`src/rtl/keccak_ctrl_fsm_p.sv`:
```
// Control FSM for the Keccak-f[1600] datapath: sequences absorb, permute and squeeze
// for SHA3-256/512 and SHAKE128/256 with rounds-per-cycle unrolling and XOF squeeze.
module keccak_ctrl_fsm_p #(
  parameter int unsigned NR_ROUNDS = 24,
  parameter int unsigned RPC       = 1,
  parameter int unsigned LEN_W     = 32
) (
  input  logic             clk,
  input  logic             rst,
  input  logic             abort,
  input  logic [1:0]       mode_in,
  input  logic [LEN_W-1:0] len_in,
  input  logic             blk_valid,
  input  logic             blk_last,
  output logic             blk_ready,
  output logic             state_we,
  output logic             absorb_sel,
  output logic             zero_state,
  output logic             perm_en,
  output logic [4:0]       round_idx,
  output logic [10:0]      rate_bits,
  output logic [1:0]       mode_q,
  output logic             out_valid,
  input  logic             out_ready,
  output logic [10:0]      out_bits,
  output logic             out_last,
  output logic             busy
);

  localparam int unsigned NCYC = NR_ROUNDS / RPC;
  localparam int unsigned RC_W = (NCYC > 1) ? $clog2(NCYC) : 1;
  localparam logic [RC_W-1:0] RC_LAST = RC_W'(NCYC - 1);

  typedef enum logic [2:0] {StInit, StIdle, StAbsorb, StPerm, StSqueeze} state_e;

  state_e           state_q, state_d;
  logic [RC_W-1:0]  rc_q, rc_d;
  logic [LEN_W-1:0] rem_q, rem_d;
  logic             last_q, last_d;
  logic             sqz_q, sqz_d;
  logic [1:0]       mode_d;
  logic [LEN_W-1:0] rate_ext;
  logic             rem_fits;

  always_comb begin
    unique case (mode_q)
      2'b00:   rate_bits = 11'd1088;
      2'b01:   rate_bits = 11'd576;
      2'b10:   rate_bits = 11'd1344;
      default: rate_bits = 11'd1088;
    endcase
  end

  assign rate_ext  = LEN_W'(rate_bits);
  assign rem_fits  = (rem_q <= rate_ext);
  assign round_idx = 5'(rc_q * RPC);
  assign busy      = (state_q != StIdle);

  always_comb begin
    state_d    = state_q;
    rc_d       = rc_q;
    rem_d      = rem_q;
    last_d     = last_q;
    sqz_d      = sqz_q;
    mode_d     = mode_q;
    blk_ready  = 1'b0;
    state_we   = 1'b0;
    absorb_sel = 1'b0;
    zero_state = 1'b0;
    perm_en    = 1'b0;
    out_valid  = 1'b0;
    out_bits   = '0;
    out_last   = 1'b0;

    case (state_q)
      StInit: begin
        zero_state = 1'b1;
        state_we   = 1'b1;
        state_d    = StIdle;
      end

      StIdle: begin
        blk_ready = ~abort;
        if (blk_valid && blk_ready) begin
          mode_d = mode_in;
          unique case (mode_in)
            2'b00:   rem_d = LEN_W'(256);
            2'b01:   rem_d = LEN_W'(512);
            default: rem_d = len_in;
          endcase
          last_d     = blk_last;
          state_we   = 1'b1;
          absorb_sel = 1'b1;
          rc_d       = '0;
          sqz_d      = 1'b0;
          state_d    = StPerm;
        end
      end

      StAbsorb: begin
        blk_ready = ~abort;
        if (blk_valid && blk_ready) begin
          last_d     = blk_last;
          state_we   = 1'b1;
          absorb_sel = 1'b1;
          rc_d       = '0;
          sqz_d      = 1'b0;
          state_d    = StPerm;
        end
      end

      StPerm: begin
        perm_en  = 1'b1;
        state_we = 1'b1;
        if (rc_q == RC_LAST) begin
          rc_d    = '0;
          state_d = (sqz_q || last_q) ? StSqueeze : StAbsorb;
        end else begin
          rc_d = rc_q + RC_W'(1);
        end
      end

      StSqueeze: begin
        out_valid = ~abort;
        out_bits  = rem_fits ? 11'(rem_q) : rate_bits;
        out_last  = rem_fits;
        if (out_valid && out_ready) begin
          if (out_last) begin
            state_d = StInit;
          end else begin
            rem_d   = rem_q - rate_ext;
            sqz_d   = 1'b1;
            rc_d    = '0;
            state_d = StPerm;
          end
        end
      end

      default: state_d = StInit;
    endcase

    if (abort) state_d = StInit;

    // INIT always presents the same context as reset, whatever path led there.
    if (state_d == StInit) begin
      rc_d   = '0;
      rem_d  = '0;
      last_d = 1'b0;
      sqz_d  = 1'b0;
      mode_d = 2'b00;
    end
  end

  always_ff @(posedge clk or negedge rst) begin
    if (!rst) begin
      state_q <= StInit;
      rc_q    <= '0;
      rem_q   <= '0;
      last_q  <= 1'b0;
      sqz_q   <= 1'b0;
      mode_q  <= 2'b00;
    end else begin
      state_q <= state_d;
      rc_q    <= rc_d;
      rem_q   <= rem_d;
      last_q  <= last_d;
      sqz_q   <= sqz_d;
      mode_q  <= mode_d;
    end
  end

endmodule
```
`config.mk`:
```
export PLATFORM = sky130hd
export DESIGN_NAME = keccak_ctrl_fsm_p
export DESIGN_NICKNAME = d
export VERILOG_FILES = /design/src/rtl/keccak_ctrl_fsm_p.sv
export SDC_FILE = /design/constraint.sdc
export NUM_CORES = 1
export LEC_CHECK = 0
export CORE_ASPECT_RATIO = 2
export CORE_MARGIN = 8
export CORE_UTILIZATION = 45
export CTS_CLUSTER_SIZE = 40
export DETAILED_ROUTE_END_ITERATION = 10
export PLACE_DENSITY_LB_ADDON = 0.05
export SLEW_MARGIN = 20
export SYNTH_ARGS = -nofsm -noshare
export SYNTH_HDL_FRONTEND = slang
export SYNTH_SLANG_ARGS = --single-unit
```
`constraint.sdc`:
```
create_clock -name clk -period 3.1 [get_ports clk]
set_input_delay 0.775 -clock clk [delete_from_list [all_inputs] [get_ports clk]]
set_output_delay 0.775 -clock clk [all_outputs]
set_load 0.01 [all_outputs]
```
# After elaboration in Yosys (flattened, before gate mapping)
# Index checks and enable logic that the tools add are counted.
dict set report word_totals {
  out_inout_bits 37
  regBits 44
}
dict set report op_classes {
  reduce_logical 19
  muxes 41
  order_cmp 1
  bitwise 1
  n_eq_ne 13
  addsub 2
}
# op n
set op_table {}
lappend op_table {{2-to-1 mux 32 bit} 4}
lappend op_table {{one-hot mux 32 bit (2 select lines)} 2}
lappend op_table {{less-or-equal comparator 32 x 11 -> 1 bit} 1}
lappend op_table {{subtractor 32 x 11 -> 32 bit} 1}
lappend op_table {{2-to-1 mux 5 bit} 5}
lappend op_table {{2-to-1 mux 11 bit} 2}
lappend op_table {{one-hot mux 11 bit (2 select lines)} 1}
lappend op_table {{2-to-1 mux 3 bit} 5}
lappend op_table {{one-hot mux 5 bit (3 select lines)} 1}
lappend op_table {{2-to-1 mux 1 bit} 14}
lappend op_table {{one-hot mux 3 bit (4 select lines)} 1}
lappend op_table {{AND reduction 4 bit} 3}
lappend op_table {{!= test 3 bit (second input constant)} 3}
lappend op_table {{2-to-1 mux 2 bit} 4}
lappend op_table {{== test 3 x 2 -> 1 bit (second input constant)} 2}
lappend op_table {{logical NOT 3 bit} 2}
lappend op_table {{!= test 3 x 1 -> 1 bit (second input constant)} 2}
lappend op_table {{nonzero test 2 bit} 3}
lappend op_table {{nonzero test 3 bit} 2}
lappend op_table {{adder 5 x 1 -> 5 bit (second input constant)} 1}
lappend op_table {{== test 5 bit (second input constant)} 1}
lappend op_table {{== test 2 x 1 -> 1 bit (second input constant)} 2}
lappend op_table {{one-hot mux 1 bit (2 select lines)} 2}
lappend op_table {{AND reduction 2 bit} 2}
lappend op_table {{9 further kinds} 11}

# Depth between registers and ports, before layout
dict set report logic_depth {
  ltp_word 10
  ltp_mapped 10
  ltp_nobuf 8
}

# Least setup slack after synthesis
# No wires, ideal clock.
dict set report synth_path {
  path_type {flip-flop to output port}
  start {register mode_q[0]}
  end {output port out_bits[6]}
  stages_incl_launch_ff 11
  path_buffers 2
  path_slack_ns -0.382
  arrival_time_ns 2.707
  cell_sequence {dfrtp_1 nor2b_1 inv_1 ha_1 a21oi_1 o221a_2 o2111ai_2 buf_2 buf_1 nor2_1 nor2_1}
}
dict set report synth_between {
  elab_chain_cells 5
  elab_cells_between_ends 6
  classes_between {order compare (1); eq/ne (2); mux (3)}
}
# element line_no
set synth_lines {}
lappend synth_lines {{from (decl)} 22} ;# output logic [1:0] mode_q,
lappend synth_lines {{from (signal assigned)} 168} ;# mode_q <= mode_d;
lappend synth_lines {{== test 2 bit / == test 2 x 1 -> 1 bit (equally long branches)} 46} ;# unique case (mode_q)
lappend synth_lines {{one-hot mux 11 bit (2 select lines) (*)} 46}
lappend synth_lines {{via rate_bits[9]} 21} ;# output logic [10:0] rate_bits,
lappend synth_lines {{less-or-equal comparator 32 x 11 -> 1 bit (*)} 55} ;# assign rem_fits = (rem_q <= rate_ext);
lappend synth_lines {{2-to-1 mux 11 bit (*)} 125} ;# out_bits = rem_fits ? 11'(rem_q) : rate_bits;
lappend synth_lines {{2-to-1 mux 11 bit (*)} 75} ;# case (state_q)
lappend synth_lines {{to (decl)} 25} ;# output logic [10:0] out_bits,
# Mark *: on every way through the listed nets, which the timed path passes. The rest lies on a longest branch.

# Worst setup path in the final report
dict set report layout_path {
  start {register mode_q[1]}
  end {output port out_bits[9]}
}
dict set report layout_between {
  elab_chain_cells 5
  elab_cells_between_ends 6
  classes_between {order compare (1); eq/ne (2); mux (3)}
}
# element line_no
set layout_lines {}
lappend layout_lines {{== test 2 bit / == test 2 x 1 -> 1 bit (equally long branches)} 46}
lappend layout_lines {{one-hot mux 11 bit (2 select lines) (*)} 46}
lappend layout_lines {{less-or-equal comparator 32 x 11 -> 1 bit} 55}
lappend layout_lines {{2-to-1 mux 11 bit (*)} 125}
lappend layout_lines {{2-to-1 mux 11 bit (*)} 75}
# Every way passes the cells marked *; elsewhere a longest branch is shown, timed or not.

==> flow_summary.yaml <==
die:
  die-area_um2: 10000
  num_rows: 43
  die_h_um: 134
  start_util: 0.457
  fp.dieW_um: 74.9
  core_um2: 6830
  pin_count: 77
timing:
  final_max_slew_viol_count: 0
  finalHoldViolCount: 0
  slew_headroom: 0.507
  max_freq_mhz: 315
  rsz0062_at_grt: "true"
  setup_viol: 3
  period_needed_ps: 3170
  min_period_over_period: 1.02
  setup_slack_ps: -72.6
  fin_skew_ps: 8.86
  tightest_slew_ps: 734
status:
  violations: "negative setup slack"
  status: "finished with violations"
worst_setup_path:
  cp_top_family: "compound AO/OA/AOI/OAI gates"
  max_stage_delay_ps: 450
  cp-end-kind: "output pin"
  worst-path-max-fanout: 4
  cp.arrival_ps: 2400
  cp.required_ps: 2320
  r2r_start: "mode_q[1]$_DFFE_PN0P_"
  r2r_cells: 11
  path_buf_inv: 3
  crit_path_start_kind: "register"
  critPathKind: "reg -> out"
  r2r_end: "rem_q[11]$_DFFE_PN0P_"
  ff2ff_setup_slack_ps: 470
  cp_slowest_cell: "dfrtp_2"
  worstPathCellList: "nor2b_4, inv_2, ha_4, a21oi_4, o221a_4, o2111ai_4, buf_6, mux2i_1, nor2_1, buf_2"
synthesis:
  syn_avg_cell_area_um2: 8.25
  ys_ff_latch: 44
  synth_edf_count: 0
  yosysWarnings: 0
  syn_inst: 378
  synth_flop_cell: "dfrtp_1"
  synth_area_um2: 3120
  yosysUniqueCellTypes: 66
  async_reset_ff_frac: 1.00
  yosysSeqAreaShare: 0.353
detailed_routing:
  wl_per_cell_um: 19.8
  met3_wirelength_um: 689
  viasPerCell: 6.05
  top_layer: "met4"
  wl_um: 11700
  drt-met1-wl_um: 4430
  wl_met2_um: 6200
  drc: 0
  drtIter0Drc: 334
  num_vias: 3570
  antenna_violating_nets_post_route: 0
  drtPass1Iterations: 5
layout:
  instances_no_fill: 590
  n_fill_cell: 613
  fin_nets: 545
  drive_gt1_frac: 0.260
  mostFrequentLayoutCells: "buf_4 (61), clkdlybuf4s50_1 (54), nand2_1 (44), dfrtp_1 (43), nor2_1 (30)"
  final_common_cell: "buf_4"
  area_growth_pct: 48.1
  num_antenna_cells: 0
  fin_area_um2: 4620
clocking:
  cts_tree: "yes"
  cts-root-buf: "clkbuf_16"
  clk_pin_slew_ps: 60
  clk_latency_ps: 290
  h-tree-depth: 2
  clock_path_buffers: 2
  cts.sinks: 44
  cts_hold_buffers: 0
  numCtsBuffers: 5
run:
  maxCapViolCount: 0
global_route:
  track_usage: 0.237
  grt_max_degree: 30
  grt_pass1_wl_um: 18400
  grt_pass1_vias: 3641
  overflow: 0
  antenna_found_initial: 0
place:
  placed_area_um2: 4280
  dp_hpwl_um: 8410
  dp.cells: 575
  io_buffers: 68
  gp_congestion: 0.918
power_and_ir_drop:
  ir_drop_v: 0.000276
  leakage_nw: 1.97
  finalPower_mw: 1.82
  power.density_nw_per_um2: 394
min_path:
  hold_path.class: "in -> async"
==> logic make-up after synthesis <==
| kind of cell | count (synthesis) | synth area share |
|---|---|---|
| muxes | 4 | 0.0128 |
| AOI/OAI and AO/OA | 118 | 0.275 |
| other | 2 | 0.00241 |
| and+or+nand+nor | 155 | 0.254 |
| xor gates and xnor gates | 3 | 0.00843 |
| DFF | 44 | 0.353 |
| buffers and inverters | 45 | 0.0674 |
| adders and majority gates | 7 | 0.0273 |
==> worst register-to-register path, delay by kind of cell, from the launching register on <==
kind	cells	cell delay, ps
adders and majority gates	1	300
buffers and inverters	4	610
AOI/OAI and AO/OA	3	570
and+or+nand+nor	3	570
DFF	1	450
==> per-layer routing <==
| layer | vias up | global-route usage |
|---|---|---|
| met4 | 0 | 0.108 |
| met2 | 163 | 0.402 |
| met5 | - | 0 |
| met3 | 26 | 0.0429 |
| met1 | 1737 | 0.269 |
| li1 | 1644 | - |
==> cells in the mapped netlist (all sizes together), types with 2 or more instances <==
cell	n	area (um^2)
nand4b	2	17.5
nor2b	6	37.5
dfrtp	44	1100
conb	2	7.51
or3	5	31.3
nor3b	2	15.0
o31a	2	17.5
clkbuf	13	48.8
o22ai	9	56.3
nand3	12	60.1
nand2	46	175
and3	3	18.8
or4	2	18.8
nand2b	4	25.0
a22oi	6	45.0
nor4	11	90.1
o211ai	2	15.0
or2	3	18.8
a32oi	7	61.3
nand4	2	18.8
o2111ai	3	38.8
o221ai	10	106
ha	6	75.1
mux2i	4	40.0
a31oi	5	31.3
o31ai	7	52.6
o41ai	6	52.6
buf	14	93.8
xnor2	2	17.5
and2	6	37.5
nor2	32	120
nor3	16	80.1
a21oi	25	129
inv	17	63.8
o21ai	23	115
==> state kept, by name, summed over array words and instances, names as in the netlist <==
| name | count |
|---|---|
| rc_q | 5 |
| rem_q | 32 |
| last_q | 1 |
| state_q | 3 |
| mode_q | 2 |
| sqz_q | 1 |
==> per-stage QoR <==
stage | utilization | setup WS [ps] | hold slack (ps) | TNS (ps)
2_1_floorplan | - | -11.6 | 474 | -91.9
3_3_place_gp | 0.626 | -121 | 509 | -1130
3_5_place_dp | 0.626 | -174 | 523 | -1750
4_1_cts | 0.659 | -64.1 | 534 | -126
5_1_grt | 0.676 | -169 | 563 | -828
6_report | 0.676 | -72.6 | 535 | -169
==> cell type report <==
type / instances / area (um^2) / share of cell area
Multi-Input combinational cell: 295 / 2010 / 0.434
Tap cell: 90 / 113 / 0.0244
Inverter: 18 / 67.6 / 0.0146
Clock buffer: 6 / 129 / 0.0279
Sequential cell: 44 / 1100 / 0.239
Timing Repair Buffer: 135 / 1170 / 0.253
Clock inverter: 2 / 35.0 / 0.00758
==> repair_timing <==
action	CTS	global route
pin swaps	6	9
cloned	1	0
buffers inserted	3	3
endpoints found under the setup margin	13	14
resized for setup	63	23
==> worst max-delay path by stage <==
stage	endpoint	depth (start not counted)	startpoint
after floorplan	out_bits[0]	9	mode_q[1]$_DFFE_PN0P_
after CTS	out_bits[8]	10	mode_q[1]$_DFFE_PN0P_
final	out_bits[9]	10	mode_q[1]$_DFFE_PN0P_
after global routing	out_bits[8]	10	mode_q[1]$_DFFE_PN0P_
after global placement	out_bits[8]	10	mode_q[1]$_DFFE_PN0P_
after detailed placement	out_bits[0]	9	mode_q[1]$_DFFE_PN0P_
==> where the power goes <==
group	switching, mW	internal [mW]	total [mW]
logic	0.304	0.266	0.570
registers	0.0356	0.603	0.638
clock network	0.234	0.380	0.614
(Power assumes the default switching activity.)
